===== src/rtl/multi_cycle_ctrl.sv =====
// Main control FSM for a multi-cycle RV32I-subset CPU.
// Sequences the shared datapath through FETCH/DECODE/EXEC/MEM/WB.
// It waits on imem_ready and dmem_ready for variable-latency memories.
// It also keeps a count of retired instructions and a sticky illegal-instruction halt.
module multi_cycle_ctrl #(
    parameter int RETIRE_CNT_WIDTH = 32
) (
    input  logic                        clk,
    input  logic                        reset_b,
    input  logic [6:0]                  opcode,
    input  logic [2:0]                  funct3,
    input  logic                        alu_zero,
    input  logic                        alu_sign,
    input  logic                        imem_ready,
    input  logic                        dmem_ready,
    output logic                        imem_req,
    output logic                        ir_write,
    output logic                        mdr_write,
    output logic                        pc_write,
    output logic                        pc_src,
    output logic                        alu_src,
    output logic [1:0]                  alu_op,
    output logic                        mem_read,
    output logic                        mem_write,
    output logic                        mem_to_reg,
    output logic                        reg_write,
    output logic                        illegal,
    output logic [2:0]                  state,
    output logic [RETIRE_CNT_WIDTH-1:0] retired_cnt
);

    typedef enum logic [2:0] {
        FETCH  = 3'd0,
        DECODE = 3'd1,
        EXEC   = 3'd2,
        MEM    = 3'd3,
        WB     = 3'd4,
        HALT   = 3'd5
    } state_t;

    localparam logic [6:0] OP_R   = 7'b0110011;
    localparam logic [6:0] OP_I   = 7'b0010011;
    localparam logic [6:0] OP_LD  = 7'b0000011;
    localparam logic [6:0] OP_SD  = 7'b0100011;
    localparam logic [6:0] OP_BR  = 7'b1100011;

    localparam logic [RETIRE_CNT_WIDTH-1:0] CNT_ONE =
        {{(RETIRE_CNT_WIDTH-1){1'b0}}, 1'b1};

    state_t                      state_q, state_d;
    logic                        illegal_q, illegal_d;
    logic [RETIRE_CNT_WIDTH-1:0] retired_cnt_q, retired_cnt_d;

    logic is_r, is_i, is_ld, is_sd, is_br;
    logic br_funct_ok, legal, br_taken, retire;

    // Instruction class decode; IR is stable from DECODE until the next fetch completes
    always_comb begin
        is_r        = (opcode == OP_R);
        is_i        = (opcode == OP_I);
        is_ld       = (opcode == OP_LD);
        is_sd       = (opcode == OP_SD);
        is_br       = (opcode == OP_BR);
        br_funct_ok = (funct3 == 3'b000) || (funct3 == 3'b001) ||
                      (funct3 == 3'b100) || (funct3 == 3'b101);
        legal       = is_r || is_i || is_ld || is_sd || (is_br && br_funct_ok);
        case (funct3)
            3'b000:  br_taken = alu_zero;
            3'b001:  br_taken = ~alu_zero;
            3'b100:  br_taken = alu_sign;
            3'b101:  br_taken = ~alu_sign;
            default: br_taken = 1'b0;
        endcase
    end

    // State, sticky illegal flag and retire counter registers
    always_ff @(posedge clk or negedge reset_b) begin
        if (!reset_b) begin
            state_q       <= FETCH;
            illegal_q     <= 1'b0;
            retired_cnt_q <= '0;
        end else begin
            state_q       <= state_d;
            illegal_q     <= illegal_d;
            retired_cnt_q <= retired_cnt_d;
        end
    end

    // Next-state logic and per-state datapath strobes
    always_comb begin
        state_d    = state_q;
        illegal_d  = illegal_q;
        retire     = 1'b0;
        imem_req   = 1'b0;
        ir_write   = 1'b0;
        mdr_write  = 1'b0;
        pc_write   = 1'b0;
        pc_src     = 1'b0;
        alu_src    = 1'b0;
        alu_op     = 2'b00;
        mem_read   = 1'b0;
        mem_write  = 1'b0;
        mem_to_reg = 1'b0;
        reg_write  = 1'b0;

        unique case (state_q)
            FETCH: begin
                imem_req = 1'b1;
                if (imem_ready) begin
                    ir_write = 1'b1;
                    state_d  = DECODE;
                end
            end
            DECODE: begin
                if (legal) begin
                    state_d = EXEC;
                end else begin
                    state_d   = HALT;
                    illegal_d = 1'b1;
                end
            end
            EXEC: begin
                if (is_r) begin
                    alu_op  = 2'b10;
                    state_d = WB;
                end else if (is_i) begin
                    alu_src = 1'b1;
                    alu_op  = 2'b10;
                    state_d = WB;
                end else if (is_ld || is_sd) begin
                    alu_src = 1'b1;
                    state_d = MEM;
                end else begin
                    alu_op   = 2'b01;
                    pc_write = 1'b1;
                    pc_src   = br_taken;
                    retire   = 1'b1;
                    state_d  = FETCH;
                end
            end
            MEM: begin
                alu_src = 1'b1;
                if (is_ld) begin
                    mem_read = 1'b1;
                    if (dmem_ready) begin
                        mdr_write = 1'b1;
                        state_d   = WB;
                    end
                end else begin
                    mem_write = 1'b1;
                    if (dmem_ready) begin
                        pc_write = 1'b1;
                        retire   = 1'b1;
                        state_d  = FETCH;
                    end
                end
            end
            WB: begin
                reg_write  = 1'b1;
                mem_to_reg = is_ld;
                pc_write   = 1'b1;
                retire     = 1'b1;
                state_d    = FETCH;
            end
            HALT: begin
                state_d = HALT;
            end
            default: begin
                state_d = FETCH;
            end
        endcase

        // While reset is held only the fetch request may be visible
        if (!reset_b) begin
            ir_write = 1'b0;
        end

        retired_cnt_d = retire ? (retired_cnt_q + CNT_ONE) : retired_cnt_q;
    end

    assign state       = state_q;
    assign illegal     = illegal_q;
    assign retired_cnt = retired_cnt_q;

endmodule

===== config.mk =====
export PLATFORM = sky130hd
export DESIGN_NAME = multi_cycle_ctrl
export DESIGN_NICKNAME = d
export VERILOG_FILES = /design/src/rtl/multi_cycle_ctrl.sv
export SDC_FILE = /design/constraint.sdc
export NUM_CORES = 1
export LEC_CHECK = 0
export ABC_AREA = 1
export CAP_MARGIN = 5
export CORE_ASPECT_RATIO = 1.25
export CORE_UTILIZATION = 50
export DETAILED_ROUTE_END_ITERATION = 8
export GPL_TIMING_DRIVEN = 0
export HOLD_SLACK_MARGIN = 0.1
export PLACE_DENSITY = 0.76
export SLEW_MARGIN = 15
export SYNTH_ARGS = -nofsm -noshare
export SYNTH_HDL_FRONTEND = slang
export SYNTH_SLANG_ARGS = --single-unit
export TNS_END_PERCENT = 20

===== constraint.sdc =====
create_clock -name clk -period 4.1 [get_ports clk]
set_input_delay 0.615 -clock clk [delete_from_list [all_inputs] [get_ports clk]]
set_output_delay 0.615 -clock clk [all_outputs]
set_load 0.1 [all_outputs]

==> key figures, run 1 <==
STA
  – Slew HR: 0.3351
  – Max Fclk: 0.2627 GHz
  – Fin. max-slew vios: 0
  – Final setup viols: 0
  – Tightest Pin Transition: between 0.9 and 1 ns
  – RSZ-0062 raised after global routing: no
  – Clock Skew: ~0.0054 ns
  – Final hold viol count: 0
  – Crit share post-route: 0.9284
  – Total Neg Setup Slack: 0 ns
  – WHS: 0.2790 ns
  – Final min period: between 3 and 4 ns

Synthesis
  – Post-synth cell types: 25
  – Syn avg cell area: 6.230 um^2
  – Share of the synthesized area in the top cell type: 0.3316
  – Ranking of synthesized cells by area: dfrtp_1 33%, nand2_1 25%, nor2_1 7.7%
  – Number of synthesized flops with an enable pin: 0
  – Commonest cells in the netlist: 184 x nand2_1, 56 x nor2_1, 42 x inv_1, 36 x dfrtp_1, 33 x nand4_1
  – Yosys reg bits: 36
  – Mapped Nets: between 400 and 500
  – Post-Synthesis Cells: roughly 440
  – Register area share after synthesis: 0.3316
  – Netlist Area Pre-Place: between 2000 and 3000 um^2
  – Synth area leader: dfrtp_1
  – Cell with the most instances after synthesis: nand2_1
  – Ys async rst share: 1.000
  – Yosys warnings: 0
  – Ys flop type: dfrtp_1

Worst setup path
  – CP startpoint: opcode[5]
  – Critical Path Sink Type: primary output
  – Reg2reg end: retired_cnt[28]$_DFFE_PN0P_
  – Worst EP arrival: roughly 3.2 ns
  – Reg2reg path depth: 10
  – Critical path type: in -> out
  – R2R setup slack: about 2.3 ns
  – Worst flop-to-flop path startpoint: retired_cnt[0]$_DFFE_PN0P_
  – Critical path required time: between 3 and 4 ns
  – Startpoint Class: input port
  – Critical path fanouts, max: 10

Routing
  – WL final: 8.090 mm
  – Final ANT Viol Nets: 0
  – DRC Markers: 0
  – Vias per cell: around 5.3
  – DRT Pass-1 Iters: 5
  – WL/cell: 14.22 um
  – Violation count after the first detailed-route iteration: roughly 140
  – Vias: 3018

Job
  – Max_cap viols: 0

Die
  – Die ar.: roughly 5700 um^2
  – Core Area: about 5000 um^2
  – Die X: roughly 68 um
  – Chip height: between 80 and 90 um
  – Top Ports: 64
  – Row count: 29
  – Initial core utilization: 0.5272

Final layout
  – Area grow syn2layout: 30.49%
  – Diodes inserted: 0
  – Layout Cells excl Fill: between 500 and 600
  – Post-Layout Inst Area: between 3000 and 4000 um^2
  – Fill cells: about 470
  – Share of cells above drive strength 1: 0.08481
  – Fin nets: about 520
  – Fin util: 0.6880

Place
  – RD Place Congestion: a little over 0.9
  – Cell Area, Placed: between 3000 and 4000 um^2
  – Placed Cells: ~560
  – Post-DP HPWL: approximately 6.2 mm
  – Port buffer count: 63

Global routing
  – First-pass GRT wire length: roughly 14 mm
  – Congestion Overflow GR: 0
  – Antenna violations before repair: 0
  – Vias in the first global route: around 3000
  – Largest net degree at the start of global routing: 21
  – Total GRT Usage: 0.3101

Clock network
  – CTS H-Tree Depth: 2
  – CTS Sinks: 36
  – Longest Clk Path Bufs: 2
  – Clock Latency Late Sink: 0.29 ns
  – CTS tree: done
  – Clk root buf: clkbuf_8
  – Hold_buf cts: 0
  – Post_cts resized: 0
  – CTS buffer count: 5
  – Clock transition at path regs: about 0.080 ns
  – Post-CTS setup buffer count: 0

Power and ir drop
  – Pwr/cell area: approximately 420 nW/um^2
  – Peak supply drop: ~0.53 mV
  – Static leakage: 1.645 nW

Run status
  – Status: completed

Worst hold path
  – Hold crit path type: in -> async
[layout make-up]
cell class                      instances  area, um^2  area share
Sequential cell                        36       900.9      0.2541
Inverter                               47       176.4     0.04977
Clock buffer                            5       68.82     0.01941
Clock inverter                          2       12.51    0.003530
Buffer                                 12       75.07     0.02118
Timing Repair Buffer                   64       653.1      0.1843
Multi-Input combinational cell        341        1580      0.4458
Tap cell                               62       77.57     0.02188
[layout by cell type (no fill, tap or decap), types with 2 or more instances in the layout]
| master | instances |
|---|---|
| clkdlybuf4s50_1 | 62 |
| nand3_1 | 23 |
| nor3_1 | 2 |
| inv_1 | 42 |
| dfrtp_1 | 36 |
| nor2_2 | 6 |
| buf_2 | 7 |
| clkbuf_1 | 2 |
| nor2_1 | 56 |
| buf_6 | 3 |
| nor3_2 | 2 |
| nor2_4 | 2 |
| clkbuf_8 | 5 |
| nand2_1 | 184 |
| inv_2 | 5 |
| o21ai_0 | 6 |
| nand2_2 | 6 |
| xor2_1 | 10 |
| xnor2_1 | 4 |
| nand4_1 | 33 |
[registers in the layout (all words and copies together) (netlist names)]
name,cells
retired_cnt,32
state,3
illegal,1
[routing by layer]
metal	up-vias	wire length [um]	global-route usage
li1	1507	-	-
met1	1399	3352	0.3686
met2	88	4020	0.5196
met3	24	415	0.05163
met4	0	301	0.1553
met5	-	0	0
[per-stage QoR]
stage / setup slack, ns / total power [mW]
5_1_grt: 0.1231 / 1.537
4_1_cts: 0.2882 / 1.477
2_1_floorplan: -0.07845 / 1.024
6_report: 0.2934 / 1.473
3_3_place_gp: -0.2072 / 1.215
3_5_place_dp: 0.2924 / 1.226
[power by group]
group / switching, mW / internal (mW)
Combinational: 0.597 / 0.189
Sequential: 0.0481 / 0.387
Clock: 0.137 / 0.115
Total: 0.782 / 0.691
[worst max path at each step]
stage,end,slack [ns]
2_1_floorplan,mem_to_reg,-0.08
3_3_place_gp,ir_write,-0.21
3_5_place_dp,pc_src,0.29
4_1_cts,pc_src,0.29
5_1_grt,pc_src,0.12
6_report,pc_src,0.29
[cells by family (layout without fill, tap and decap cells)]
logic type,after synthesis,after routing,synth area share
simple gates,318,318,0.5099
xor+xnor,14,14,0.04514
fa+ha+maj,1,1,0.004605
compound gates,8,8,0.01612
flops,36,36,0.3316
buf+inv,59,130,0.09258
[worst max-delay path: stages]
cell,delay [ns]
clkdlybuf4s50_1,0.59
inv_1,0.09
nand2_1,0.06
nor2_1,0.05
o21ai_2,0.14
nand2_2,0.15
buf_2,0.23
nor3_2,0.11
clkdlybuf4s50_1,1.16
Note: power is estimated with default switching activity, not from simulation.
==> run 2, diff against run 1 <==
--- a/config.mk
+++ b/config.mk
@@ -8,11 +8,11 @@
 export ABC_AREA = 1
 export CAP_MARGIN = 5
 export CORE_ASPECT_RATIO = 1.25
-export CORE_UTILIZATION = 50
+export CORE_UTILIZATION = 54
 export DETAILED_ROUTE_END_ITERATION = 8
 export GPL_TIMING_DRIVEN = 0
 export HOLD_SLACK_MARGIN = 0.1
-export PLACE_DENSITY = 0.76
+export PLACE_DENSITY = 0.82
 export SLEW_MARGIN = 15
 export SYNTH_ARGS = -nofsm -noshare
 export SYNTH_HDL_FRONTEND = slang
==> key figures, run 2 (synthesized netlist as in run 1, its figures left out) <==
Worst setup path
  – Peak per-stage delay on the critical path: 1.15 ns (about the same)
  – Slowest-stage cell, CP: clkdlybuf4s50_1
  – CP startpoint: opcode[5]
  – Critical path required time: 3.48 ns (about the same)
  – CP Capture Point: pc_src
  – Critical Path Sink Type: primary output
  – Worst flop-to-flop path startpoint: retired_cnt[0]$_DFFE_PN0P_
  – Reg2reg end: retired_cnt[28]$_DFFE_PN0P_
  – Worst EP arrival: 3.20 ns (about the same)
  – R2R setup slack: 2.17 ns (-0.09 ns)
  – Startpoint Class: input port
  – Crit-path cells: clkdlybuf4s50_1, inv_1, nand2_1, nor2_1, o21ai_2, nand2_2, buf_2, nor3_2, clkdlybuf4s50_1
  – Critical path fanouts, max: 10 (unchanged)
  – Reg2reg path depth: 10 (unchanged)
  – Critical path type: in -> out
  – Most Frequent Cell on Critical Path: clkdlybuf4s50_1

Final layout
  – Most frequent cells in the layout: 184 x nand2_1, 62 x clkdlybuf4s50_1, 56 x nor2_1
  – Largest register FFs: 32 (unchanged)
  – Share of cells above drive strength 1: 0.08481 (unchanged)
  – Area grow syn2layout: 30.95%
  – Diodes inserted: 0 (unchanged)
  – FF/Latch Area: 900.9 um^2 (unchanged)
  – Fin nets: 524 (unchanged)
  – Multi-input logic area: 1580 um^2 (unchanged)
  – Fill cells: 403 (-15%)
  – Commonest non-fill, non-tap cell in the layout: nand2_1

STA
  – Final hold viol count: 0 (unchanged)
  – RSZ-0062 raised after global routing: no
  – Final setup margin: 0.2865 ns (-0.006945 ns)
  – Final min period: 3.813 ns (+0.006945 ns)
  – Tightest Pin Transition: 0.9915 ns (-0.002729 ns)
  – Fin. max-slew vios: 0 (unchanged)
  – Max Fclk: 0.2622 GHz (-0.18%)
  – Clock Skew: 0.008538 ns (+0.003187 ns)
  – Crit share post-route: 0.9301 (+0.001694)
  – WHS: 0.2894 ns (+0.01043 ns)
  – Slew HR: 0.3369 (+0.001825)
  – Final setup viols: 0 (unchanged)

Routing
  – Final ANT Viol Nets: 0 (unchanged)
  – Vias per cell: 5.332 (+0.52%)
  – WL/cell: 14.32 um (+0.71%)
  – WL final: 8.119 mm (+0.36%)
  – DRC Markers: 0 (unchanged)
  – Violation count after the first detailed-route iteration: 207 (+52%)
  – DRT Pass-1 Iters: 4 (-1)
  – Vias: 3023 (+0.17%)

Clock network
  – CTS H-Tree Depth: 2 (unchanged)
  – Post_cts resized: 0 (unchanged)
  – CTS Sinks: 36 (unchanged)
  – Clock transition at path regs: 0.08 ns (about the same)
  – Clock Latency Late Sink: 0.29 ns (about the same)
  – Clk root buf: clkbuf_8
  – Longest Clk Path Bufs: 2 (unchanged)
  – CTS buffer count: 5 (unchanged)
  – Hold_buf cts: 0 (unchanged)
  – CTS tree: done
  – Post-CTS setup buffer count: 0 (unchanged)

Power and ir drop
  – Pwr/cell area: 422.2 nW/um^2 (+1.6%)
  – Static leakage: 1.655 nW (+0.63%)
  – Peak supply drop: 0.4867 mV (-8.0%)

Die
  – Core Area: 4800 um^2 (-6.8%)
  – Die ar.: 5320 um^2 (-7.2%)
  – Top Ports: 64 (unchanged)
  – Die X: 65.44 um (-3.7%)
  – Chip height: 81.30 um (-3.7%)
  – Row count: 28 (-3.4%)
  – Initial core utilization: 0.5660 (+0.03876)

Global routing
  – Congestion Overflow GR: 0 (unchanged)
  – First-pass GRT wire length: 13.72 mm (+1.3%)
  – Vias in the first global route: 2983 (+0.57%)
  – Largest net degree at the start of global routing: 21 (unchanged)
  – Antenna violations before repair: 0 (unchanged)
  – Total GRT Usage: 0.3379 (+0.02775)

Place
  – Pre-CTS setup slack: 0.2916 ns (-0.0007950 ns)
  – RD Place Congestion: 0.9702 (+3.8%)
  – Port buffer count: 63 (unchanged)
  – Post-DP HPWL: 6.410 mm (+3.2%)

Job
  – Max_cap viols: 0 (unchanged)

Worst hold path
  – Hold crit path type: in -> async

Run status
  – Status: completed
[run 2: cell types whose count changed in the layout (fill, tap and decap cells not counted), sizes merged]
cell,before,now
clkinv,1,0
clkbuf,7,9
clkinvlp,1,0
[run 2: layout make-up]
| type | count | area share |
|---|---|---|
| tap | 60 | 0.02110 |
| inverter | 47 | 0.04960 |
| multi-input combinational | 341 | 0.4443 |
| timing repair buffer | 64 | 0.1836 |
| sequential | 36 | 0.2533 |
| clock buffer | 7 | 0.02708 |
| buffer | 12 | 0.02110 |
[run 2: worst min path at each step]
stage,start,endpoint,slack (ns),cells past startpoint
after floorplan,reset_b,illegal$_DFFE_PN0P_,0.32,0
after CTS,reset_b,retired_cnt[11]$_DFFE_PN0P_,0.31,1
after global placement,illegal$_DFFE_PN0P_,illegal$_DFFE_PN0P_,0.45,2
after global routing,reset_b,retired_cnt[11]$_DFFE_PN0P_,0.32,1
final,reset_b,retired_cnt[11]$_DFFE_PN0P_,0.29,1
after detailed placement,illegal$_DFFE_PN0P_,illegal$_DFFE_PN0P_,0.46,2
[run 2: power breakdown]
| group | switching, mW | internal (mW) | leakage, nW |
|---|---|---|---|
| Combinational | 0.592 | 0.189 | 1.12 |
| Clock | 0.133 | 0.150 | 0.0503 |
| Sequential | 0.0507 | 0.387 | 0.489 |
| Total | 0.776 | 0.726 | 1.66 |
[run 2: per-stage QoR]
| step | total power, mW | area, um^2 | std cells | setup TNS (ns) | utilization |
|---|---|---|---|---|---|
| floorplan | 1.024 | 2733 | 436 | -0.07845 | - |
| CTS | 1.498 | 3557 | 567 | 0 | 0.7411 |
| detailed placement | 1.222 | 3461 | 560 | 0 | 0.7211 |
| global route | 1.558 | 3557 | 567 | 0 | 0.7411 |
| global placement | 1.205 | 3438 | 559 | -0.1801 | 0.7164 |
| finish | 1.502 | 3557 | 567 | 0 | 0.7411 |
[run 2: critical path, delay by kind of cell]
kind | cells | cell delay, ns
and+or+nand+nor | 4 | 0.37
AOI/OAI and AO/OA | 1 | 0.14
buffers and inverters | 4 | 2.07
[run 2: per-layer routing]
layer / up-vias / global-route usage / share of wire
met3: 28 / 0.05899 / 0.053
li1: 1518 / - / -
met1: 1386 / 0.4038 / 0.42
met5: - / 0 / 0
met4: 0 / 0.1717 / 0.043
met2: 91 / 0.5763 / 0.48
